--- src/rtl/bus_arbiter_if.sv ---
// bus_arbiter_if: request/lock/grant bundle between the bus masters and the arbiter.
interface bus_arbiter_if #(
    parameter int MASTER_CH = 4,
    parameter int OWNER_W   = 2
);
    logic [MASTER_CH-1:0] Req_;
    logic [MASTER_CH-1:0] Lock_;
    logic [MASTER_CH-1:0] Grnt_;
    logic [OWNER_W-1:0]   Owner;
    logic                 OwnerValid;
    modport master (output Req_, Lock_, input Grnt_, Owner, OwnerValid);
    modport slave  (input Req_, Lock_, output Grnt_, Owner, OwnerValid);
endinterface

--- src/rtl/bus_arbiter.sv ---
// bus_arbiter: round-robin system bus arbiter with hold limit and per-owner lock.
module bus_arbiter #(
    parameter int MASTER_CH = 4,
    parameter int OWNER_W   = 2,
    parameter int MAX_HOLD  = 16,
    parameter int HOLD_W    = 4
) (
    input  logic          clk,
    input  logic          reset_,
    bus_arbiter_if.slave  bus
);
    typedef enum logic {IDLE, OWN} state_t;
    state_t               state;
    logic [HOLD_W-1:0]    hold;
    logic [OWNER_W-1:0]   last, base, pick, idx;
    logic [MASTER_CH-1:0] req, others;
    logic                 found;
    assign req = ~bus.Req_;
    // The current owner is excluded, so found doubles as "another master is requesting".
    always_comb begin
        others = (state == OWN) ? req & ~(MASTER_CH'(1) << bus.Owner) : req;
        base = (state == OWN) ? bus.Owner : last;
        pick = base;
        idx = base;
        found = 1'b0;
        for (int k = 1; k <= MASTER_CH; k++) begin
            idx = OWNER_W'((int'(base) + k) % MASTER_CH);
            if (!found && others[idx]) begin
                pick = idx;
                found = 1'b1;
            end
        end
    end
    always_ff @(posedge clk or negedge reset_) begin
        if (!reset_) begin
            state          <= IDLE;
            bus.Grnt_      <= '1;
            bus.Owner      <= '0;
            bus.OwnerValid <= 1'b0;
            hold           <= '0;
            last           <= OWNER_W'(MASTER_CH - 1);
        end else if (state == IDLE) begin
            if (found) begin
                state          <= OWN;
                bus.Grnt_      <= ~(MASTER_CH'(1) << pick);
                bus.Owner      <= pick;
                bus.OwnerValid <= 1'b1;
                hold           <= '0;
            end
        end else if (!req[bus.Owner] || (found && bus.Lock_[bus.Owner] && hold == HOLD_W'(MAX_HOLD - 1))) begin
            last      <= bus.Owner;
            hold      <= '0;
            state     <= found ? OWN : IDLE;
            bus.Grnt_ <= found ? ~(MASTER_CH'(1) << pick) : '1;
            bus.Owner <= found ? pick : bus.Owner;
            bus.OwnerValid <= found;
        end else begin
            hold <= !found ? '0 : (hold == HOLD_W'(MAX_HOLD - 1)) ? hold : hold + 1'b1;
        end
    end
endmodule

--- src/flat_wrapper.sv ---
// flat-port wrapper written by rule: the top's interface ports become plain ports
module bus_arbiter_flat 
#(
    parameter int MASTER_CH = 4,
    parameter int OWNER_W   = 2,
    parameter int MAX_HOLD  = 16,
    parameter int HOLD_W    = 4
)
  (clk, reset_, bus_Req_, bus_Lock_, bus_Grnt_, bus_Owner, bus_OwnerValid);
  bus_arbiter_if #(.MASTER_CH(MASTER_CH), .OWNER_W(OWNER_W)) bus_i ();
  input  logic clk;
  input  logic reset_;
  input wire logic [$bits(bus_i.Req_)-1:0] bus_Req_;
  input wire logic [$bits(bus_i.Lock_)-1:0] bus_Lock_;
  output wire logic [$bits(bus_i.Grnt_)-1:0] bus_Grnt_;
  output wire logic [$bits(bus_i.Owner)-1:0] bus_Owner;
  output wire logic [$bits(bus_i.OwnerValid)-1:0] bus_OwnerValid;
  assign bus_i.Req_ = bus_Req_;
  assign bus_i.Lock_ = bus_Lock_;
  assign bus_Grnt_ = bus_i.Grnt_;
  assign bus_Owner = bus_i.Owner;
  assign bus_OwnerValid = bus_i.OwnerValid;
  bus_arbiter #(.MASTER_CH(MASTER_CH), .OWNER_W(OWNER_W), .MAX_HOLD(MAX_HOLD), .HOLD_W(HOLD_W)) u_core (.clk(clk), .reset_(reset_), .bus(bus_i));
endmodule
--- config.mk ---
export PLATFORM = sky130hd
export DESIGN_NAME = bus_arbiter_flat
export DESIGN_NICKNAME = d
export VERILOG_FILES = /design/src/rtl/bus_arbiter_if.sv /design/src/rtl/bus_arbiter.sv /design/src/flat_wrapper.sv
export SDC_FILE = /design/constraint.sdc
export NUM_CORES = 1
export LEC_CHECK = 0
export ABC_AREA = 1
export CORE_MARGIN = 5
export CORE_UTILIZATION = 40
export CTS_CLUSTER_SIZE = 25
export DETAILED_ROUTE_END_ITERATION = 10
export SYNTH_ARGS = -nofsm -noshare
export SYNTH_HDL_FRONTEND = slang
export SYNTH_SLANG_ARGS = --single-unit
export TNS_END_PERCENT = 30
--- constraint.sdc ---
create_clock -name clk -period 1.7 [get_ports clk]
set_input_delay 0.34 -clock clk [delete_from_list [all_inputs] [get_ports clk]]
set_output_delay 0.34 -clock clk [all_outputs]
set_load 0.03 [all_outputs]
# [Word level (Yosys, flattened, before mapping)]
# Index checks and enable logic that the tools add are counted.
# W data, S select, Z words.
[word_totals] ff_bits=14 elab_cells=80
[classes] add_sub_neg=5 n_lt_le_gt_ge=5 eq_ne=3 shift=2 mux=40 n_bitwise=5 reduce_logical=14
[op_table] op="$mux W4" n=10
[op_table] op="$mux W1" n=16
[op_table] op="$mux W2" n=8
[op_table] op="$not A4 Y4" n=4
[op_table] op="$lt A2 B3 Y1 const B" n=5
[op_table] op="$bmux W1 S2" n=6
[op_table] op="$shl A1 B2 Y4 const A" n=2
[op_table] op="$reduce_and A2 Y1" n=3
[op_table] op="$logic_and A1 B1 Y1" n=5
[op_table] op="$add A2 B1 Y2 const B" n=2
[op_table] op="$add A2 B2 Y2 const B" n=2
[op_table] op="$add A4 B1 Y4 const B" n=1
[op_table] op="$and A4 B4 Y4" n=1
[op_table] op="$eq A4 B4 Y1 const B" n=1
[op_table] op="$logic_not A1 Y1" n=4
[op_table] op="$ne A4 B4 Y1 const B" n=1
[op_table] op="$ne A2 B2 Y1 const B" n=1
[op_table] op="$reduce_bool A2 Y1" n=1
[op_table] op="$logic_or A1 B1 Y1" n=1

# [Logic depth before layout (Yosys ltp)]
[depth] depth_word=21 depth_mapped=17

# [Least setup slack after synthesis]
# Ideal clock, no wire load.
[synth_path] path_kind="reg2reg" from="register u_core.bus.Owner[0]" to="register u_core.hold[0]" t_arrival_ns=1.809 required_ns=1.583 slack_ns=-0.226 stages_incl_launch_ff=15 n_path_buf=1 period_less_slack_ns=1.926 cell_sequence="dfrtp_1 -> buf_2 -> nand2_1 -> nand2_2 -> nand2_2 -> nand2_4 -> nand2_2 -> nand2_4 -> nand4_4 -> nand2_1 -> nand2_1 -> inv_2 -> nand2_2 -> nand2_1 -> nand2_1"
[synth_via] elab_chain_len=21
[synth_lines] element="start, declared" line="bus_arbiter_if.sv:12" text="modport slave (input Req_, Lock_, output Grnt_, Owner, OwnerValid);"
[synth_lines] element="start signal, assigned" line="bus_arbiter.sv:46" text="bus.Owner <= pick;"
[synth_lines] element="start signal, assigned" line="bus_arbiter.sv:55" text="bus.Owner <= found ? pick : bus.Owner;"
[synth_lines] element="branches (longest 21 deep; another with $add A2 B1 Y2)"
[synth_lines] element="end signal, assigned" line="bus_arbiter.sv:58" text="hold <= !found ? '0 : (hold == HOLD_W'(MAX_HOLD - 1)) ? hold : hold + 1'b1;"
[synth_lines] element="end, declared" line="bus_arbiter.sv:14" text="logic [HOLD_W-1:0] hold;"
# Parallel ways; which one is timed is not known. The select of a mux whose other input is x is not followed.
# A chain may end at the register's enable or synchronous reset.

# [Final worst setup path]
[layout_path] from="register u_core.last[1]" to="register u_core.bus.Grnt_[3]"
[layout_via] elab_chain_len=19
[layout_lines] element="start, declared" line="bus_arbiter.sv:15" text="logic [OWNER_W-1:0] last, base, pick, idx;"
[layout_lines] element="start signal, assigned" line="bus_arbiter.sv:41" text="last <= OWNER_W'(MASTER_CH - 1);"
[layout_lines] element="start signal, assigned" line="bus_arbiter.sv:51" text="last <= bus.Owner;"
[layout_lines] element="$mux W2 *" line="bus_arbiter.sv:22" text="base = (state == OWN) ? bus.Owner : last;"
[layout_lines] element="$add A2 B1 Y2" line="bus_arbiter.sv:27" text="idx = OWNER_W'((int'(base) + k) % MASTER_CH);"
[layout_lines] element="$bmux W1 S2" line="bus_arbiter.sv:28" text="if (!found && others[idx]) begin"
[layout_lines] element="$mux W1 (implied by the code)" line="bus_arbiter.sv:28"
[layout_lines] element="$mux W1" line="bus_arbiter.sv:28"
[layout_lines] element="$logic_not A1 Y1" line="bus_arbiter.sv:28"
[layout_lines] element="$logic_and A1 B1 Y1" line="bus_arbiter.sv:28"
[layout_lines] element="$mux W1" line="bus_arbiter.sv:28"
[layout_lines] element="[3 not listed]"
[layout_lines] element="$logic_not A1 Y1" line="bus_arbiter.sv:28"
[layout_lines] element="$logic_and A1 B1 Y1" line="bus_arbiter.sv:28"
[layout_lines] element="$mux W2 / $mux W1 (equally long branches)" line="bus_arbiter.sv:28"
[layout_lines] element="$shl A1 B2 Y4 / $logic_and A1 B1 Y1 (equally long branches)" line="bus_arbiter.sv:45, bus_arbiter.sv:54, bus_arbiter.sv:50"
[layout_lines] element="$not A4 Y4 / $logic_and A1 B1 Y1 (equally long branches)" line="bus_arbiter.sv:54, bus_arbiter.sv:50"
[layout_lines] element="$mux W4 / $logic_or A1 B1 Y1 (equally long branches)" line="bus_arbiter.sv:54, bus_arbiter.sv:50"
[layout_lines] element="$mux W4 / $ne A2 B2 Y1 (equally long branches)"
[layout_lines] element="$mux W4 / $reduce_and A2 Y1 (equally long branches)"
[layout_lines] element="end signal, assigned" line="bus_arbiter.sv:45" text="bus.Grnt_ <= ~(MASTER_CH'(1) << pick);"
[layout_lines] element="end signal, assigned" line="bus_arbiter.sv:54" text="bus.Grnt_ <= found ? ~(MASTER_CH'(1) << pick) : '1;"
[layout_lines] element="end, declared" line="bus_arbiter_if.sv:12"
# Every way passes the cells marked *; elsewhere a longest branch is shown, timed or not. The select of a mux whose other input is x is not followed.

==> qor.yml <==
run_status:
  outcome: "finished with violations"
  violations: "setup timing"
yosys:
  synth_fp_nets: 195
  netlist.area_leader.share_pct: 21.1
  syn-instance-count: 184
  synth_edf_count: 0
  async_reset_ff_share_pct: 100
  yosys.cell_count.top_type: "nand2_1"
  synth_top_cells_by_area: "nand2_1, dfrtp_1, dfstp_2, nand3_1, nand2_2"
  synth_common_cells: "nand2_1, nand3_1, inv_1"
  synth_top_area_cell: "nand2_1"
  ys_warn_count: 0
  synthFlopType: "dfrtp_1"
  netlist_area_sq_um: 1210
  synth_cell_types: 24
  synth_seq_cells: 14
  syn_avg_cell_area_sq_um: 6.58
  seq_area_frac_synth_pct: 29.5
placement:
  hpwl_mm: 2.47
  gp_congestion: 0.843
  io_buffers: 16
grt:
  grt_usage_pct: 16.7
  antenna_found_initial: 0
  grt_pass1_vias: 1284
  grt_max_degree: 15
  grt_pass1_wl_mm: 5.62
  grt-ovfl-total: 0
timing:
  rsz0062_at_grt: "true"
  maxSlewHeadroom_pct: 72.2
  hold_viol_final: 0
  min_period_ps: 1880
  slew_violations: 0
  setup_viol: 14
  fin_skew_ps: 2.26
  tns_ps: -2230
  finalCritPeriodShare_pct: 111
  worst_slew_pin_slew_ps: 416
  fin_ws_ps: -183
  fmax_ghz: 0.531
worst_setup_path:
  regToRegSetupSlack_ps: -180
  arrival_ps: 2110
  critPathKind: "flip-flop to flip-flop"
  r2r-end: "u_core.bus.Grnt_[3]$_DFFE_PN1P_"
  cp-end-kind: "flip-flop"
  r2r_start: "u_core.last[1]$_DFFE_PN1P_"
  rr_worst_depth: 13
  cp_data_required_time_ps: 1920
  path_max_fanout: 7
  cp-start-kind: "flip-flop"
floorplanning:
  core_sq_um: 2980
  placementRows: 20
  die_area_sq_um: 4230
  die_w_um: 65.0
  initial_core_util_pct: 40.7
  die_h_um: 65.0
  io_pins: 17
clocking:
  clock_sinks: 14
  cts_hold_buf: 0
  path_clk_slew_ps: 90
  cts_buffers: 3
  cts-root-buf: "clkbuf_4"
  h-tree-depth: 1
  clock_latency_ps: 280
  cts_tree: "done"
  clockBufferDepth: 2
final_layout:
  syn_to_final_growth_pct: 49.7
  nNetsFinal: 249
  drive_gt1_share_pct: 42.6
  antenna_cells: 0
min_path:
  holdCritPathClass: "primary input to asynchronous set/reset pin"
detailed_routing:
  first_iter_violations: 44
  wl_mm: 3.20
  viasPerCell: 4.97
  vias: 1342
  first_pass_iters: 4
  wl_per_cell_um: 11.8
  drc: 0
  ant_nets: 0
flow_run:
  maxCapViolCount: 0
## per-layer routing
layer / global-route usage [%] / share of wire, % / vias up
met3: 1.73 / 3.5 / 8
met1: 20.6 / 44 / 612
met4: 5.44 / 1.4 / 0
met5: 0 / 0 / -
li1: - / - / 696
met2: 30.1 / 51 / 26
## critical path: stages, from the launching register on
cell and delay (ps):
dfstp_2 550, inv_2 50, o21ai_4 190, nand2_2 90, nand2_4 110, nand2_4 60, nand2_4 100, nand4_4 160
nand2_2 110, nand2_2 70, nand2_4 110, nand2_4 70, nand2_1 60, nand2_1 50
## worst max-delay path by stage
stage	from	end	slack (ps)	cells past startpoint
floorplan	u_core.bus.Owner[0]$_DFFE_PN0P_	u_core.hold[0]$_DFFE_PN0P_	-90	15
global placement	bus_Req_[2]	u_core.bus.Owner[0]$_DFFE_PN0P_	-320	11
detailed placement	bus_Req_[0]	u_core.hold[1]$_DFFE_PN0P_	-360	12
CTS	u_core.last[1]$_DFFE_PN1P_	u_core.bus.Grnt_[3]$_DFFE_PN1P_	-210	13
global route	u_core.state$_DFF_PN0_	u_core.hold[1]$_DFFE_PN0P_	-360	15
finish	u_core.last[1]$_DFFE_PN1P_	u_core.bus.Grnt_[3]$_DFFE_PN1P_	-180	13
## cell families after synthesis
family	synth area share, %
buffers and inverters	6.92
XOR/XNOR	1.45
flip-flops	29.5
AND/OR/NAND/NOR	53.0
AO/OA/AOI/OAI	8.06
adder cells (fa/ha/maj)	1.03
## what timing repair did
item / 4_1_cts / 5_1_grt
endpoints found under the setup margin: 20 / 15
buffers inserted: 4 / 6
gates resized for setup: 20 / 18
pin swaps: 14 / 8
## registers in the layout, indices dropped and copies added (netlist names)
signal                 cells
u_core.bus.Owner           2
u_core.bus.Grnt_           4
u_core.last                2
u_core.bus.OwnerValid      1
u_core.state               1
u_core.hold                4
## per-stage QoR
step	util, %	instances	hold slack [ps]	setup WS, ps	instance area (sq um)
after floorplan	-	184	44.4	-92.9	1260
after global placement	54.5	256	459	-322	1620
after detailed placement	54.5	256	457	-357	1620
after CTS	57.9	264	356	-212	1720
after global routing	60.9	270	356	-356	1810
final	60.9	270	353	-183	1810
## cell type report
| class | instances | area, sq um |
|---|---|---|
| Fill cell | 275 | 1160 |
| Multi-Input combinational cell | 150 | 878 |
| Timing Repair Buffer | 51 | 423 |
| Sequential cell | 14 | 362 |
| Inverter | 18 | 72.6 |
| Tap cell | 33 | 41.3 |
| Clock buffer | 4 | 36.3 |
## cells in the final DEF (no fill, tap or decap), drive strengths merged, types with 6 or more instances in the layout
cell and count:
buf 34, clkbuf 6, clkdlybuf4s50 9, dfrtp 8, dfstp 6, inv 18, nand2 86, nand3 26
nor2 14, o21ai 9
Power is not shown: default switching activity piles up to over one toggle a cycle in this logic, so the estimate is an artifact.
